$ cat config.mk
export PLATFORM = sky130hd
export DESIGN_NAME = nibble_packer
export DESIGN_NICKNAME = d
export VERILOG_FILES = /design/src/rtl/nibble_pkg.sv /design/src/rtl/nibble_packer.sv
export SDC_FILE = /design/constraint.sdc
export NUM_CORES = 1
export LEC_CHECK = 0
export CORE_MARGIN = 3
export CORE_UTILIZATION = 50
export DETAILED_ROUTE_END_ITERATION = 12
export HOLD_SLACK_MARGIN = 0.08
export PLACE_DENSITY_LB_ADDON = 0.08
export REMOVE_ABC_BUFFERS = 1
export SKIP_LAST_GASP = 1
export SYNTH_ARGS = -nofsm -noshare
export SYNTH_HDL_FRONTEND = slang
export SYNTH_SLANG_ARGS = --single-unit
$ cat constraint.sdc
create_clock -name clk -period 2.6 [get_ports clk]
set_input_delay 0.78 -clock clk [delete_from_list [all_inputs] [get_ports clk]]
set_output_delay 0.78 -clock clk [all_outputs]
set_load 0.005 [all_outputs]
$ cat src/rtl/nibble_pkg.sv
// Shared types and defaults for the nibble packer.
package nibble_pkg;

  localparam int DATA_W_DEF  = 4;
  localparam int NIBBLES_DEF = 4;

  typedef enum logic {
    COLLECT = 1'b0,
    HOLD    = 1'b1
  } pack_state_t;

  typedef logic [DATA_W_DEF-1:0] nibble_t;

endpackage

$ cat src/rtl/nibble_packer.sv
// Pops nibbles from a show-ahead FIFO and packs NIBBLES of them (first popped
// in the LSBs) into one word presented on a valid/ready interface. A flush
// emits a partially filled word together with its nibble count.
module nibble_packer
  import nibble_pkg::*;
#(
  parameter  int DATA_W  = DATA_W_DEF,
  parameter  int NIBBLES = NIBBLES_DEF,
  localparam int CNT_W   = $clog2(NIBBLES + 1),
  localparam int WORD_W  = DATA_W * NIBBLES
) (
  input  logic              clk,
  input  logic              rst,
  input  logic              fifo_empty,
  input  logic [DATA_W-1:0] fifo_rd_data,
  output logic              fifo_rd_en,
  input  logic              flush,
  output logic [WORD_W-1:0] out_data,
  output logic [CNT_W-1:0]  out_nvalid,
  output logic              out_valid,
  input  logic              out_ready,
  output logic              busy
);

  pack_state_t       state_q, state_d;
  logic [CNT_W-1:0]  count_q, count_d;
  logic [WORD_W-1:0] shift_q, shift_d;
  logic [WORD_W-1:0] out_data_q, out_data_d;
  logic [CNT_W-1:0]  out_nvalid_q, out_nvalid_d;
  logic              out_valid_q, out_valid_d;

  logic              pop;
  logic [WORD_W-1:0] filled;

  // Pop whenever collecting and the FIFO has data; never pops while holding.
  assign pop        = (state_q == COLLECT) && !fifo_empty;
  assign fifo_rd_en = pop;

  assign out_data   = out_data_q;
  assign out_nvalid = out_nvalid_q;
  assign out_valid  = out_valid_q;
  assign busy       = (count_q != '0) || out_valid_q;

  // Partial word with the nibble being popped this cycle merged into its slot.
  always_comb begin
    // NOTE: every variable assigned in always_comb gets a default first, so no
    // path leaves it unassigned and no latch is inferred.
    filled = shift_q;
    if (pop) begin
      filled[int'(count_q)*DATA_W +: DATA_W] = fifo_rd_data;
    end
  end

  // Next-state logic: collect nibbles, emit full/flushed words, await handshake.
  always_comb begin
    state_d      = state_q;
    count_d      = count_q;
    shift_d      = shift_q;
    out_data_d   = out_data_q;
    out_nvalid_d = out_nvalid_q;
    out_valid_d  = out_valid_q;

    unique case (state_q)
      COLLECT: begin
        if (pop && (count_q == CNT_W'(NIBBLES - 1))) begin
          out_data_d   = filled;
          out_nvalid_d = CNT_W'(NIBBLES);
          out_valid_d  = 1'b1;
          count_d      = '0;
          shift_d      = filled;
          state_d      = HOLD;
        end else if (flush && (pop || (count_q != '0))) begin
          // Unfilled slots are already zero because the shift register is
          // cleared at every handshake and on reset.
          out_data_d   = filled;
          out_nvalid_d = pop ? (count_q + CNT_W'(1)) : count_q;
          out_valid_d  = 1'b1;
          count_d      = '0;
          shift_d      = filled;
          state_d      = HOLD;
        end else if (pop) begin
          shift_d = filled;
          count_d = count_q + CNT_W'(1);
        end
      end
      HOLD: begin
        // Flush is ignored here; out_data keeps its value past the handshake.
        if (out_ready) begin
          out_valid_d  = 1'b0;
          out_nvalid_d = '0;
          shift_d      = '0;
          state_d      = COLLECT;
        end
      end
      default: state_d = COLLECT;
    endcase
  end

  // State registers with synchronous reset; reset drops any held or partial word.
  always_ff @(posedge clk) begin
    // NOTE: sequential state uses non-blocking assignments so every register
    // samples the pre-edge values regardless of block evaluation order.
    if (rst) begin
      state_q      <= COLLECT;
      count_q      <= '0;
      shift_q      <= '0;
      out_data_q   <= '0;
      out_nvalid_q <= '0;
      out_valid_q  <= 1'b0;
    end else begin
      state_q      <= state_d;
      count_q      <= count_d;
      shift_q      <= shift_d;
      out_data_q   <= out_data_d;
      out_nvalid_q <= out_nvalid_d;
      out_valid_q  <= out_valid_d;
    end
  end

  // Protocol properties.
  a_no_pop_on_empty: assert property (@(posedge clk) disable iff (rst)
    !(fifo_rd_en && fifo_empty));

  a_hold_stable: assert property (@(posedge clk) disable iff (rst)
    (out_valid && !out_ready) |=> ($stable(out_data) && $stable(out_nvalid) && out_valid));

  a_nvalid_range: assert property (@(posedge clk) disable iff (rst)
    out_valid |-> ((out_nvalid >= CNT_W'(1)) && (out_nvalid <= CNT_W'(NIBBLES))));

endmodule
==> summary.md, run 1 <==
| Metric | Value |
|---|---|
| Static leakage | `0.863 nW` |
| Max Freq | `398 MHz` |
| Most used cell along the critical path | `ha_1` |
| CTS clk-pin slew, worst paths | `0.07 ns` |
| Core area | `3490 um^2` |
| Starting Density | `54.2%` |
| Slew margin rel. | `71.8%` |
| Post-synth EDFFs | `0` |
| Mapped Area | `1890 um^2` |
| Clk_lat worst skew | `0.29 ns` |
| CP max FO | `7` |
| Overflow after GRT | `0` |
| Setup TNS | `0 ns` |
| Netlist cell types | `40` |
| Pin count of the biggest net entering global routing | `31` |
| WL/cell | `14.3 um` |
| Vias | `1538` |
| CP peak stage delay | `0.51 ns` |
| Drt pass-1 iters | `4` |
| Ant diodes | `0` |
| FILL cells | `284` |
| Synth Area in Simple Gates | `20.5%` |
| Crit path launch type | `register` |
| IO Port Bufs | `30` |
| RePlAce Congestion | `0.903` |
| Post-synthesis cell count | `192` |
| Count leader, synth | `dfxtp_1` |
| Multiplexer share of the synthesized area | `2.71%` |
| Xor and xnor area share after synthesis | `0.463%` |
| PwrDens | `650 nW/um^2` |
| Slew Viols, Final | `0` |
| Critical Path End Type | `output pin` |
| ANT nets after route | `0` |
| Crit share post-route | `96.7%` |
| Critical-path top delay cell | `clkdlybuf4s50_1` |
| Fin. Hold Viols | `0` |
| Synth async-reset ratio | `0%` |
| Crit path buf inv count | `2` |
| CTS sink cnt | `40` |
| Post-synth top area share | `42.3%` |
| DIE AREA | `4560 um^2` |
| I/O pins | `31` |
| Compound-Gate Fraction of Synth Area | `24.9%` |
| Reg2Reg Setup Slack | `0.33 ns` |
| Main synth FF type | `dfxtp_1` |
| Layout cells sized above 1 | `14.7%` |
| CTS Root Cell | `clkbuf_8` |
| Nets@finish | `240` |
| Syn Area/Cell | `9.86 um^2` |
| Synthesis-stage register bit count | `40` |
| DRC Markers | `0` |
| Row count | `21` |
| Ys Warns | `0` |
| Crit-path leading delay family | `buffers and inverters` |
| Worst Max-Slew Pin Slew | `0.417 ns` |
| Sequential area share after synthesis | `42.3%` |
| Max-cap violations | `0` |
| Outcome | `finished clean` |
| Antenna violations before repair | `0` |
| Hold crit path type | `reg2reg` |
| Main combinational cell family by area after synthesis | `compound AO/OA/AOI/OAI gates` |
| Setup violators final | `0` |
| Post-synth top cells | `dfxtp_1 (40), nor2_1 (21), a211oi_1 (14)` |
| Layout area overhead | `26.0%` |
| CTS max path bufs | `2` |
| Vias in the first global route | `1492` |
| Die height | `67.5 um` |
| Initial DRC Count | `43` |
| Largest area contributor in the netlist | `dfxtp_1` |
| CTS tree | `done` |
| Worst Path Required | `1.82 ns` |
| Setup bufs post-CTS | `0` |
| Num CTS Buffers | `5` |
| Global-route wire length before repair | `6730 um` |
| Synth top area cells | `dfxtp_1 (42%), a211oi_1 (5.6%), a22o_1 (5.6%)` |
| Adder-cell share of the synthesized area | `4.63%` |
| Worst path arrival time | `1.73 ns` |
| Max VDD drop | `337 uV` |
| Clock skew | `0.00598 ns` |
| Crit path time final | `2.51 ns` |
| Via density | `5.68` |
| Routed Wire Length | `3880 um` |
| Final Util | `68.3%` |
| DP HPWL | `2800 um` |
| Die X | `67.5 um` |
| Crit-path cells | `inv_1 -> ha_1 -> ha_1 -> nand2b_1 -> clkdlybuf4s50_1` |
| GR Util All Layers | `19.5%` |
| RSZ-0062 raised after global routing | `false` |
| Critical path class | `reg2out` |
| H-tree levels | `2` |
[flip-flops by register name (all words and copies together), names as in the netlist]
register / flops
out_nvalid: 3
state_q: 1
shift_q: 16
count_q: 3
out_valid: 1
out_data: 16
[worst paths after layout]
check,startpoint,end,cells after the start
max,count_q[1]$_SDFFE_PP0N_,busy,5
min,shift_q[1]$_SDFFE_PP0P_,shift_q[1]$_SDFFE_PP0P_,2
max reg2reg,count_q[1]$_SDFFE_PP0N_,out_data[2]$_SDFFE_PP0P_,7
min reg2reg,shift_q[1]$_SDFFE_PP0P_,shift_q[1]$_SDFFE_PP0P_,2
[per-layer routing]
metal,vias to the layer above,global-route usage (%),share of wire (%)
li1,773,-,-
met1,718,23.5,43
met5,-,0,0
met3,4,5.82,4.9
met2,43,33.4,51
met4,0,5.82,1.0
[through the flow]
step	power, mW	area, um^2	hold slack, ns	instances	worst slack [ns]
after floorplan	0.862	1820	0.443	179	0.365
after global placement	1.01	2250	0.453	263	-0.180
after detailed placement	1.02	2250	0.460	263	-0.174
after CTS	1.57	2380	0.476	271	0.0538
after global routing	1.63	2390	0.497	271	0.0195
final	1.55	2390	0.470	271	0.0860
[what timing repair did]
action                     CTS  global route
setup endpoints to repair    2             1
resized for setup            3             1
hold buffers                 0             0
[layout by cell type, fill, tap and decap left out, types with 2 or more instances in the layout]
cell             synthesis  routed
dfxtp_1                 40      39
clkdlybuf4s50_1          0      29
nor2_1                  21      21
a211oi_1                14      14
a22oi_1                 13      13
a22o_1                  12      12
nand2b_1                10      10
ha_1                     7       7
clkbuf_8                 0       7
buf_4                    0       7
nand3_1                  6       6
a21oi_1                  6       6
o21ai_0                  6       6
and2_1                   5       5
nand2_1                  4       4
a211oi_2                 4       4
mux2i_1                  4       4
nor3_1                   3       3
inv_1                    2       2
o21bai_1                 2       2
nand3_2                  2       2
[kinds of logic after synthesis]
family                   Yosys count
buffers and inverters             17
AO/OA/AOI/OAI                     61
multiplexers                       5
XOR/XNOR                           1
AND/OR/NAND/NOR                   61
flip-flops                        40
adder cells (fa/ha/maj)            7
[final cells by class]
class	instances	area [um^2]	area share, %
Clock buffer	7	96.3	4.04
Inverter	4	17.5	0.734
Timing Repair Buffer	38	372	15.6
Sequential cell	40	805	33.7
Clock inverter	1	30.0	1.26
Tap cell	46	57.6	2.41
Multi-Input combinational cell	135	1010	42.3
[tightest hold or removal path, cell delays in order (launching register included)]
cell and delay, ns:
dfxtp_1 0.31, nand3_1 0.05, o21ai_0 0.06
[power by group]
group | internal (mW) | total (mW) | switching, mW
registers | 0.655 | 0.682 | 0.0277
logic | 0.165 | 0.323 | 0.157
clock network | 0.339 | 0.545 | 0.206
(Power assumes the default switching activity.)
==> run 2: changes to the inputs <==
--- a/config.mk
+++ b/config.mk
@@ -8,7 +8,6 @@
 export CORE_MARGIN = 3
 export CORE_UTILIZATION = 50
 export DETAILED_ROUTE_END_ITERATION = 12
-export HOLD_SLACK_MARGIN = 0.08
 export PLACE_DENSITY_LB_ADDON = 0.08
 export REMOVE_ABC_BUFFERS = 1
 export SKIP_LAST_GASP = 1
==> results of run 2 <==
The final DEF is identical to that of run 1; final timing and power are the same.
==> run 3: changes to the inputs <==
--- a/config.mk
+++ b/config.mk
@@ -10,6 +10,7 @@
 export DETAILED_ROUTE_END_ITERATION = 12
 export PLACE_DENSITY_LB_ADDON = 0.08
 export REMOVE_ABC_BUFFERS = 1
+export SETUP_SLACK_MARGIN = 0.05
 export SKIP_LAST_GASP = 1
 export SYNTH_ARGS = -nofsm -noshare
 export SYNTH_HDL_FRONTEND = slang
==> summary.md, run 3 (synthesized netlist as in run 1, its figures left out) <==
| Metric | Value |
|---|---|
| Outcome | `finished clean` |
| Fin. Hold Viols | `0 (unchanged)` |
| Row count | `21 (unchanged)` |
| CP peak stage delay | `0.51 ns (about the same)` |
| Nets@finish | `241 (+0.42%)` |
| Starting Density | `54.2% (unchanged)` |
| FILL cells | `281 (-1.1%)` |
| Finished Layout Cells | `272 (+0.37%)` |
| Antenna violations before repair | `0 (unchanged)` |
| DRC Markers | `0 (unchanged)` |
| Design Area, Final | `2390 um^2 (+0.37%)` |
| Critical-path top delay cell | `clkdlybuf4s50_1` |
| Crit path launch type | `register` |
| Pin count of the biggest net entering global routing | `31 (unchanged)` |
| H-tree levels | `2 (unchanged)` |
| Drt pass-1 iters | `4 (unchanged)` |
| Max-cap violations | `0 (unchanged)` |
| Layout area overhead | `26.5%` |
| Most used cell along the critical path | `ha_1` |
| Placed cell count | `263 (unchanged)` |
| Overflow after GRT | `0 (unchanged)` |
| Crit path buf inv count | `2 (unchanged)` |
| Hold crit path type | `reg2reg` |
| RSZ-0062 raised after global routing | `false` |
| Critical path class | `reg2out` |
| CTS tree | `done` |
| DIE AREA | `4560 um^2 (unchanged)` |
| Setup violators final | `0 (unchanged)` |
| RePlAce Congestion | `0.903 (unchanged)` |
| ANT nets after route | `0 (unchanged)` |
| Area after DPL | `2250 um^2 (unchanged)` |
| Crit share post-route | `95.9% (-0.77 points)` |
| Worst path arrival time | `1.71 ns (-0.02 ns)` |
| PwrDens | `648 nW/um^2 (-0.29%)` |
| Crit path time final | `2.49 ns (-0.0200 ns)` |
| WL/cell | `14.3 um (+0.22%)` |
| Clock skew | `0.00588 ns (-0.000100 ns)` |
| Worst Path Required | `1.82 ns (about the same)` |
| Via density | `5.63 (-0.82%)` |
| Vias | `1531 (-0.46%)` |
| Routed Wire Length | `3900 um (+0.59%)` |
| Crit-path leading delay family | `buffers and inverters` |
| Die height | `67.5 um (unchanged)` |
| Pwr Total | `1.55 mW (about the same)` |
| Core area | `3490 um^2 (unchanged)` |
| CTS max path bufs | `2 (unchanged)` |
| CTS clk-pin slew, worst paths | `0.07 ns (about the same)` |
| Initial DRC Count | `35 (-19%)` |
| Vias in the first global route | `1492 (unchanged)` |
| CTS sink cnt | `40 (unchanged)` |
| Num CTS Buffers | `5 (unchanged)` |
| Max VDD drop | `337 uV (about the same)` |
| Static leakage | `0.868 nW (+0.67%)` |
| I/O pins | `31 (unchanged)` |
| Worst Max-Slew Pin Slew | `0.418 ns (+0.000399 ns)` |
| GR Util All Layers | `19.5% (unchanged)` |
| Slew Viols, Final | `0 (unchanged)` |
| Crit-path cells | `inv_1 -> ha_1 -> ha_1 -> nand2b_1 -> clkdlybuf4s50_1` |
| Die X | `67.5 um (unchanged)` |
| Max Freq | `401 MHz (+0.80%)` |
| Clk_lat worst skew | `0.29 ns (about the same)` |
| CTS Root Cell | `clkbuf_8` |
| Critical Path End Type | `output pin` |
| DP HPWL | `2800 um (unchanged)` |
| Layout cells sized above 1 | `15.5% (+0.82 points)` |
| Reg2Reg Setup Slack | `0.35 ns (+0.02 ns)` |
| Hold_buf cts | `0 (unchanged)` |
| Commonest non-fill, non-tap cells in the layout | `dfxtp_1 (38), clkdlybuf4s50_1 (29), nor2_1 (21)` |
| Global-route wire length before repair | `6730 um (unchanged)` |
| IO Port Bufs | `30 (unchanged)` |
| Slew margin rel. | `71.8% (about the same)` |
| Most common cell after layout, fill and taps aside | `dfxtp_1` |
| CP max FO | `6 (-1)` |
| Ant diodes | `0 (unchanged)` |
==> run 3: cell types whose count changed in the layout (fill, tap and decap cells not counted), sizes merged <==
cell,delta
buf,+1
==> run 3: tightest hold or removal path: cells and delay by family (launching register included) <==
family | cells | cell delay, ns
compound gates | 1 | 0.06
flops | 1 | 0.31
simple gates | 1 | 0.05
==> run 3: routing by layer <==
metal  share of wire, %  up-vias  track usage [%]
met5                  0        -                0
met4                1.0        0             5.82
met3                3.7        4             5.82
met2                 51       28             33.4
met1                 44      726             23.5
li1                   -      773                -
==> run 3: area by class of cell <==
type / count / area (um^2) / area share [%]
Multi-Input combinational cell: 135 / 1010 / 42.1
Inverter: 4 / 17.5 / 0.731
Sequential cell: 40 / 806 / 33.6
Clock buffer: 7 / 96.3 / 4.02
Clock inverter: 1 / 30.0 / 1.25
Tap cell: 46 / 57.6 / 2.40
Timing Repair Buffer: 39 / 379 / 15.8
==> run 3: through the flow <==
stage	TNS (ns)	setup WS (ns)	hold WS, ns	utilization, %
finish	0	0.106	0.470	68.5
floorplan	0	0.365	0.443	-
detailed placement	-0.174	-0.174	0.460	64.5
global placement	-0.180	-0.180	0.453	64.5
CTS	0	0.0538	0.476	68.2
global route	0	0.0495	0.497	68.5
==> run 3: repair_timing <==
action / in CTS / in global routing
endpoints found under the setup margin: 2 / 1
endpoints found under the hold margin: 0 / 0
setup buffers: 0 / 1
gates resized for setup: 3 / 2
==> run 3: power breakdown <==
| part | leakage, nW | total (mW) | internal, mW | switching, mW |
|---|---|---|---|---|
| clock | 0.0645 | 0.544 | 0.339 | 0.206 |
| sequential | 0.327 | 0.683 | 0.655 | 0.0273 |
| combinational | 0.477 | 0.324 | 0.166 | 0.158 |
| total | 0.868 | 1.55 | 1.16 | 0.391 |
==> run 3: worst paths after layout <==
kind | from | end | depth (start not counted)
setup / recovery | count_q[1]$_SDFFE_PP0N_ | busy | 5
hold / removal | shift_q[1]$_SDFFE_PP0P_ | shift_q[1]$_SDFFE_PP0P_ | 2
setup reg to reg | count_q[1]$_SDFFE_PP0N_ | out_data[2]$_SDFFE_PP0P_ | 7
hold reg to reg | shift_q[1]$_SDFFE_PP0P_ | shift_q[1]$_SDFFE_PP0P_ | 2
